<file path="src/rtl/mem_port_arbiter.sv">
// mem_port_arbiter
//
// Purpose:
//   Shares one external memory port between two requesters. Port I is
//   instruction fetch and is read-only. Port D is the data stage and can
//   read or write. The arbiter serves one transaction at a time and holds
//   the memory strobes until the memory returns a response pulse. It then
//   hands the read data and a one-cycle acknowledge back to the port that
//   owned the transaction. If no response arrives, a watchdog ends the
//   transaction with an error flag. When both ports ask at once, they are
//   served round-robin.
//
// Parameters:
//   ADDR_W         address width
//   DATA_W         data width
//   TIMEOUT_CYCLES WAIT cycles before an error-ack (0 disables the watchdog)
//   CNT_W          watchdog counter width (must hold TIMEOUT_CYCLES)
//
// Ports:
//   clk, rst_n                 clock (rising edge), synchronous active-low reset
//   i_req/i_addr               fetch request and address, held until i_ack
//   i_ack/i_rdata/i_err        fetch done pulse, read data, timeout flag
//   d_req/d_we/d_addr/d_wdata  data request, direction, address, write data
//   d_ack/d_rdata/d_err        data done pulse, read data, timeout flag
//   memory_addr/rden/wren/write_val   memory request side (all registered)
//   memory_read_val/memory_response   memory completion side
//
// Every output comes straight from a flop, so no input has a
// combinational path to any output.

module mem_port_arbiter #(
  parameter int ADDR_W         = 32,
  parameter int DATA_W         = 32,
  parameter int TIMEOUT_CYCLES = 255,
  parameter int CNT_W          = 8
) (
  input  logic              clk,
  input  logic              rst_n,
  input  logic              i_req,
  input  logic [ADDR_W-1:0] i_addr,
  output logic              i_ack,
  output logic [DATA_W-1:0] i_rdata,
  output logic              i_err,
  input  logic              d_req,
  input  logic              d_we,
  input  logic [ADDR_W-1:0] d_addr,
  input  logic [DATA_W-1:0] d_wdata,
  output logic              d_ack,
  output logic [DATA_W-1:0] d_rdata,
  output logic              d_err,
  output logic [ADDR_W-1:0] memory_addr,
  output logic              memory_rden,
  output logic              memory_wren,
  output logic [DATA_W-1:0] memory_write_val,
  input  logic [DATA_W-1:0] memory_read_val,
  input  logic              memory_response
);

  typedef enum logic [1:0] {
    S_IDLE = 2'd0,
    S_WAIT = 2'd1,
    S_ACK  = 2'd2
  } state_t;

  // Port identifiers used for owner and last-grant tracking.
  localparam logic PORT_I = 1'b0;
  localparam logic PORT_D = 1'b1;

  localparam logic [CNT_W-1:0] TIMEOUT_VAL = CNT_W'(TIMEOUT_CYCLES);

  state_t            state_q, state_d;
  logic              owner_q, owner_d;
  logic              lastGrant_q, lastGrant_d;
  logic [CNT_W-1:0]  wdog_q, wdog_d;
  logic [ADDR_W-1:0] memoryAddr_q, memoryAddr_d;
  logic              memoryRden_q, memoryRden_d;
  logic              memoryWren_q, memoryWren_d;
  logic [DATA_W-1:0] memoryWriteVal_q, memoryWriteVal_d;
  logic              iAck_q, iAck_d;
  logic [DATA_W-1:0] iRdata_q, iRdata_d;
  logic              iErr_q, iErr_d;
  logic              dAck_q, dAck_d;
  logic [DATA_W-1:0] dRdata_q, dRdata_d;
  logic              dErr_q, dErr_d;

  logic              grantValid;
  logic              grantD;
  logic              grantWrite;
  logic [CNT_W-1:0]  wdogInc;
  logic              timeoutHit;

  // Arbitration: a lone requester always wins. On a tie, the port that
  // was not served last goes next, so neither port can starve the other.
  assign grantValid = (state_q == S_IDLE) && (i_req || d_req);
  assign grantD     = d_req && (!i_req || (lastGrant_q == PORT_I));
  assign grantWrite = grantD && d_we;

  // The watchdog fires on the WAIT cycle where the count would reach the
  // limit. The strobes therefore stay up for exactly TIMEOUT_CYCLES cycles.
  assign wdogInc    = wdog_q + CNT_W'(1);
  assign timeoutHit = (TIMEOUT_CYCLES != 0) && (wdogInc == TIMEOUT_VAL);

  // State and datapath registers. Reset is synchronous. After reset, the
  // last grant points at I, so D wins the first tie.
  always_ff @(posedge clk) begin
    if (!rst_n) begin
      state_q          <= S_IDLE;
      owner_q          <= PORT_I;
      lastGrant_q      <= PORT_I;
      wdog_q           <= '0;
      memoryAddr_q     <= '0;
      memoryRden_q     <= 1'b0;
      memoryWren_q     <= 1'b0;
      memoryWriteVal_q <= '0;
      iAck_q           <= 1'b0;
      iRdata_q         <= '0;
      iErr_q           <= 1'b0;
      dAck_q           <= 1'b0;
      dRdata_q         <= '0;
      dErr_q           <= 1'b0;
    end else begin
      state_q          <= state_d;
      owner_q          <= owner_d;
      lastGrant_q      <= lastGrant_d;
      wdog_q           <= wdog_d;
      memoryAddr_q     <= memoryAddr_d;
      memoryRden_q     <= memoryRden_d;
      memoryWren_q     <= memoryWren_d;
      memoryWriteVal_q <= memoryWriteVal_d;
      iAck_q           <= iAck_d;
      iRdata_q         <= iRdata_d;
      iErr_q           <= iErr_d;
      dAck_q           <= dAck_d;
      dRdata_q         <= dRdata_d;
      dErr_q           <= dErr_d;
    end
  end

  // Next-state logic. A response pulse seen outside WAIT is ignored.
  always_comb begin
    state_d = state_q;
    case (state_q)
      S_IDLE: if (grantValid) state_d = S_WAIT;
      S_WAIT: if (memory_response || timeoutHit) state_d = S_ACK;
      S_ACK:  state_d = S_IDLE;
      default: state_d = S_IDLE;
    endcase
  end

  // Output and datapath next values. Acks default low, so each one is a
  // single-cycle pulse. Everything else holds unless it is updated below.
  always_comb begin
    owner_d          = owner_q;
    lastGrant_d      = lastGrant_q;
    wdog_d           = wdog_q;
    memoryAddr_d     = memoryAddr_q;
    memoryRden_d     = memoryRden_q;
    memoryWren_d     = memoryWren_q;
    memoryWriteVal_d = memoryWriteVal_q;
    iAck_d           = 1'b0;
    iRdata_d         = iRdata_q;
    iErr_d           = iErr_q;
    dAck_d           = 1'b0;
    dRdata_d         = dRdata_q;
    dErr_d           = dErr_q;

    case (state_q)
      S_IDLE: begin
        wdog_d = '0;
        if (grantValid) begin
          owner_d          = grantD ? PORT_D : PORT_I;
          memoryAddr_d     = grantD ? d_addr : i_addr;
          memoryWriteVal_d = grantWrite ? d_wdata : '0;
          memoryRden_d     = !grantWrite;
          memoryWren_d     = grantWrite;
        end
      end

      S_WAIT: begin
        wdog_d = wdogInc;
        // A response wins over a timeout in the same cycle. Writes never
        // touch d_rdata, so it keeps the data of the last read.
        if (memory_response) begin
          memoryRden_d = 1'b0;
          memoryWren_d = 1'b0;
          if (owner_q == PORT_D) begin
            dAck_d = 1'b1;
            dErr_d = 1'b0;
            if (!memoryWren_q) dRdata_d = memory_read_val;
          end else begin
            iAck_d   = 1'b1;
            iErr_d   = 1'b0;
            iRdata_d = memory_read_val;
          end
        end else if (timeoutHit) begin
          memoryRden_d = 1'b0;
          memoryWren_d = 1'b0;
          if (owner_q == PORT_D) begin
            dAck_d = 1'b1;
            dErr_d = 1'b1;
            if (!memoryWren_q) dRdata_d = '0;
          end else begin
            iAck_d   = 1'b1;
            iErr_d   = 1'b1;
            iRdata_d = '0;
          end
        end
      end

      S_ACK: begin
        wdog_d      = '0;
        lastGrant_d = owner_q;
      end

      default: begin
        wdog_d = '0;
      end
    endcase
  end

  assign memory_addr      = memoryAddr_q;
  assign memory_rden      = memoryRden_q;
  assign memory_wren      = memoryWren_q;
  assign memory_write_val = memoryWriteVal_q;
  assign i_ack            = iAck_q;
  assign i_rdata          = iRdata_q;
  assign i_err            = iErr_q;
  assign d_ack            = dAck_q;
  assign d_rdata          = dRdata_q;
  assign d_err            = dErr_q;

endmodule

</file>
<file path="config.mk">
export PLATFORM = sky130hd
export DESIGN_NAME = mem_port_arbiter
export DESIGN_NICKNAME = d
export VERILOG_FILES = /design/src/rtl/mem_port_arbiter.sv
export SDC_FILE = /design/constraint.sdc
export NUM_CORES = 1
export LEC_CHECK = 0
export ABC_AREA = 1
export BUFFER_PORTS_ARGS = -buffer_cell sky130_fd_sc_hd__buf_2
export CORE_MARGIN = 2
export CORE_UTILIZATION = 47
export CTS_CLUSTER_DIAMETER = 50
export DETAILED_ROUTE_END_ITERATION = 7
export HOLD_SLACK_MARGIN = 0.03
export PLACE_DENSITY = 0.76
export SLEW_MARGIN = 5
export SYNTH_ARGS = -nofsm -noshare
export SYNTH_HDL_FRONTEND = slang
export SYNTH_SLANG_ARGS = --single-unit
</file>
<file path="constraint.sdc">
create_clock -name clk -period 2.4 [get_ports clk]
set_clock_uncertainty 0.2 [all_clocks]
set_input_delay 0.24 -clock clk [delete_from_list [all_inputs] [get_ports clk]]
set_output_delay 0.24 -clock clk [all_outputs]
set_load 0.03 [all_outputs]
</file>
==> results.md <==
Floorplanning:
- The number of placement rows is 40.
- The initial core utilization is roughly 50%.
- The floorplan step defined a core boundary enclosing 12200 um2.
- From bottom edge to top edge, the die measures 116 um.
- From left edge to right edge, the die measures approximately 120 um.
- The top-level port count is roughly 270.
- The total die area is about 13000 um2.

Routing:
- The detailed router finished its first iteration with just under 600 violations.
- The post-detailed-route wirelength per cell is approximately 15 um.
- For this run, design rule violations remaining after detail routing come to 0.
- In the routed layout, each cell is associated on average with a via count of between 5 and 6.
- The remaining number of nets flagged by the antenna check after routing is 0.
- The number of detailed-route iterations in the first pass is 5.
- After detailed routing, the total wire length is 21.4 mm.
- The count of vias placed by the detailed router is 6991.

Worst setup path:
- The largest driver fanout on the critical path is 24.
- For the worst setup path, the data required time is approximately 2.6 ns.
- Traced cell by cell, the critical path runs through nor2_1 > o21ai_2 > inv_1 > buf_4 > o21ai_0 > a31oi_1 > dlygate4sd3_1.
- Data arrives at the worst endpoint at about 2.4 ns.
- The delay contributed by the slowest stage of the critical path is about 0.60 ns.
- STA classifies the critical path endpoint as a flop.
- The slowest stage of the critical path is the dlygate4sd3_1 cell.
- The path type of the worst setup path is reg -> reg.
- STA classifies the critical path startpoint as a flop.

Clock network:
- CTS built an H-tree with a depth of 4.
- The tree is rooted in a clkbuf_16.
- For the worst-skew pair, the clock arrives at the later sink with an insertion delay of between 0.4 and 0.5 ns.
- The clock net in this run drives a total of 146 sinks.
- TritonCTS built the clock tree.
- Clock-pin slew was measured on the worst setup and hold paths at around 0.06 ns.
- The number of buffers inserted by post-CTS setup repair is 0.
- Clock tree synthesis inserted a total of 17 buffers.
- The clock passes through at most 2 buffers.

GRT:
- Global routing used ~53% of the available met2 tracks.
- The most used routing layer in global routing is met2.
- Across every metal layer, demand over resource in global routing totals roughly 31%.
- The initial antenna violation count came to 0.
- The first global-routing pass estimated about 32 mm of wire.
- For this run the aggregate overflow at the end of global routing stands at 0.
- The largest net degree at the start of global routing is slightly below 70.
- The via count of the first global-routing pass is about 6500.
- The met3 capacity usage during global routing is roughly 7.9%.
- For met1 alone, demand over resource in global routing was between 30% and 40%.

Timing:
- The highest clock frequency the design can meet is roughly 0.45 GHz.
- The worst path in the final design needs a cycle of between 2 and 2.5 ns, including I/O delays and setup.
- Of the available clock period, the critical path in the final layout requires 92.2%.
- Adding up every negative setup slack in the final design gives 0 ns.
- The hold violation count in the final report is 0.
- The worst hold margin is 0.131 ns.
- Setup violations remaining at the end of the flow were counted as 0.
- Setup repair after global routing left no endpoint under its margin.
- The final worst slack is around 0.19 ns.
- The worst slew slack as a fraction of its limit is between 30% and 40%.
- For the pin with the worst max-slew slack, the measured transition is between 1 and 1.5 ns.
- The number of pins with negative max-slew slack in the final report is 0.

Synth:
- The synthesized design contains 146 register bits.
- Of the synthesized area, sequential elements account for roughly half.
- Synthesis produced between 800 and 900 cells.
- The number of different library cells in the post-synthesis netlist is 26.
- The total number of yosys warnings is 0.
- In this run the cell area of the synthesized design comes to 5910 um2.
- The post-synthesis net count is slightly below 1000.
- The post-synthesis average cell area is between 7 and 8 um2.

Placement:
- In this run, placement finished with an instance count of 1225.
- The number of buffers inserted by port buffering is around 270.
- The routability congestion estimate is ~0.80.
- The half-perimeter wire length of the detailed placement result is ~12 mm.
- The worst setup slack before clock tree synthesis is 0.222 ns.

Power and ir drop:
- The internal power of the cells is 5.23 mW.
- The leakage power is approximately 5.3 nW.
- The power share of the sequential group is between 30% and 40%.
- The fraction of power consumed by combinational cells is 19.7%.
- In this run the power spent charging and discharging nets is 2.00 mW.
- The share of total power consumed by net switching is between 20 and 30%.
- The relative contribution of the clock network to total power is a little over two fifths.
- The maximum vdd ir drop is 0.428 mV.
- Power spread over the standard cell area amounts to roughly 770 nW/um2.

Run:
- The tool flagged a number of max-cap violations equal to 0.

Hold path:
- The min-delay analysis places its worst path in the category in -> reg.

Cells and area:
- The signed area change from the synthesized netlist to the final layout is 59.3%.
- The net count of the finished layout is approximately 1300.
- The utilization of the core after routing is approximately 77%.
- The fraction of final layout cells sized beyond drive strength 1 is 26.2%.
- The count of placed standard cells in the final layout, fillers left out is approximately 1400.

Outcome:
- The flow ran to the end, and the final reports show no timing, DRC or antenna violations.
[worst max-delay path, delay by kind of cell, from the launching register on]
| kind | cells | cell delay, ns |
|---|---|---|
| buffers and inverters | 3 | 0.97 |
| DFF | 1 | 0.33 |
| AOI/OAI and AO/OA | 3 | 0.48 |
| and+or+nand+nor | 1 | 0.19 |
[stage by stage]
stage	instance area (um2)	power, mW
floorplan	5910	3.47
global placement	7400	3.86
detailed placement	7400	3.87
CTS	9400	7.16
global route	9400	7.47
finish	9410	7.23
[power by group through the flow]
stage / logic, mW / registers [mW] / clock network [mW]
global placement: 1.13 / 2.73 / 0
detailed placement: 1.14 / 2.73 / 0
finish: 1.42 / 2.70 / 3.10
CTS: 1.36 / 2.68 / 3.11
floorplan: 0.416 / 3.05 / 0
global route: 1.52 / 2.71 / 3.24
[cells in the final DEF, fill, tap and decap left out, types with 3 or more instances in the layout]
cell type	synthesis	final
nor2_1	105	105
nand4_1	3	3
nand2_1	239	239
buf_4	0	10
dfxtp_1	146	145
o21ai_0	50	50
bufinv_16	0	6
buf_2	8	267
dlygate4sd3_1	0	130
clkbuf_16	0	17
nand3_1	7	7
clkbuf_8	0	5
a31oi_1	32	32
buf_12	0	3
a22oi_1	32	32
a21oi_1	7	7
o21bai_1	11	11
o21ai_1	15	14
inv_1	116	116
[path summary, 6_finish.rpt]
kind / startpoint / to / slack [ns] / cells after the start
worst max-delay path: state_q[1] / memory_addr[22] / 0.19 / 7
worst min-delay path: rst_n / i_rdata[0] / 0.13 / 5
worst max register to register: state_q[1] / memory_addr[22] / 0.19 / 7
worst min register to register: wdog_q[0] / wdog_q[0] / 0.25 / 1
[layout make-up]
type / instances / area (um2)
tap: 168 / 210
fill: 822 / 2760
multi-input combinational: 512 / 2350
sequential: 146 / 2920
timing repair buffer: 411 / 2780
antenna: 1 / 2.50
clock buffer: 23 / 498
inverter: 118 / 443
clock inverter: 9 / 198
[logic make-up (layout without fill, tap and decap cells)]
logic type               after synthesis  count (layout)  share of synthesized area [%]
XOR/XNOR                               1               1                          0.148
other                                  0               1                              0
adder cells (fa/ha/maj)                2               2                          0.424
AND/OR/NAND/NOR                      360             360                           23.9
AO/OA/AOI/OAI                        149             149                           15.2
buffers and inverters                168             561                           10.8
flip-flops                           146             146                           49.5
[timing repair]
action / CTS / global route
setup endpoints to repair: 0 / 2
hold endpoints to repair: 128 / 0
hold buffers: 130 / 0
resized for setup: 0 / 2
[routing by layer]
layer  routed length, um  part of all wire (%)
met1                8350                    39
met3                1810                   8.4
met5                   0                     0
met2               10500                    49
met4                 818                   3.8
[cell usage after synthesis]
master	number	share of area, %
inv_1	116	7.4
o21ai_0	50	4.2
o21bai_1	11	1.4
clkinv_1	1	0.063
a21oi_1	7	0.59
a31oi_1	32	3.4
nor3_1	2	0.17
nand2_1	239	15
a22oi_1	32	4.1
clkbuf_1	39	2.5
dfxtp_1	146	49
ha_1	2	0.42
nor2_1	105	6.7
nand2_4	1	0.19
nand3_2	1	0.17
a311oi_1	1	0.15
nand4_1	3	0.32
xor2_1	1	0.15
nand3_1	7	0.59
buf_2	8	0.68
nand4_4	1	0.36
inv_2	1	0.063
o21ai_1	15	1.3
nand4_2	1	0.21
buf_1	3	0.19
o22ai_1	1	0.11
[flip-flops by register name, summed over array words and instances, names as in the netlist]
register	cells
memory_rden	1
i_ack	1
memory_wren	1
d_rdata	32
state_q	2
wdog_q	8
d_ack	1
owner_q	1
memory_addr	32
i_err	1
d_err	1
lastGrant_q	1
i_rdata	32
memory_write_val	32
No activity file was read; power rests on OpenSTA's default activity.
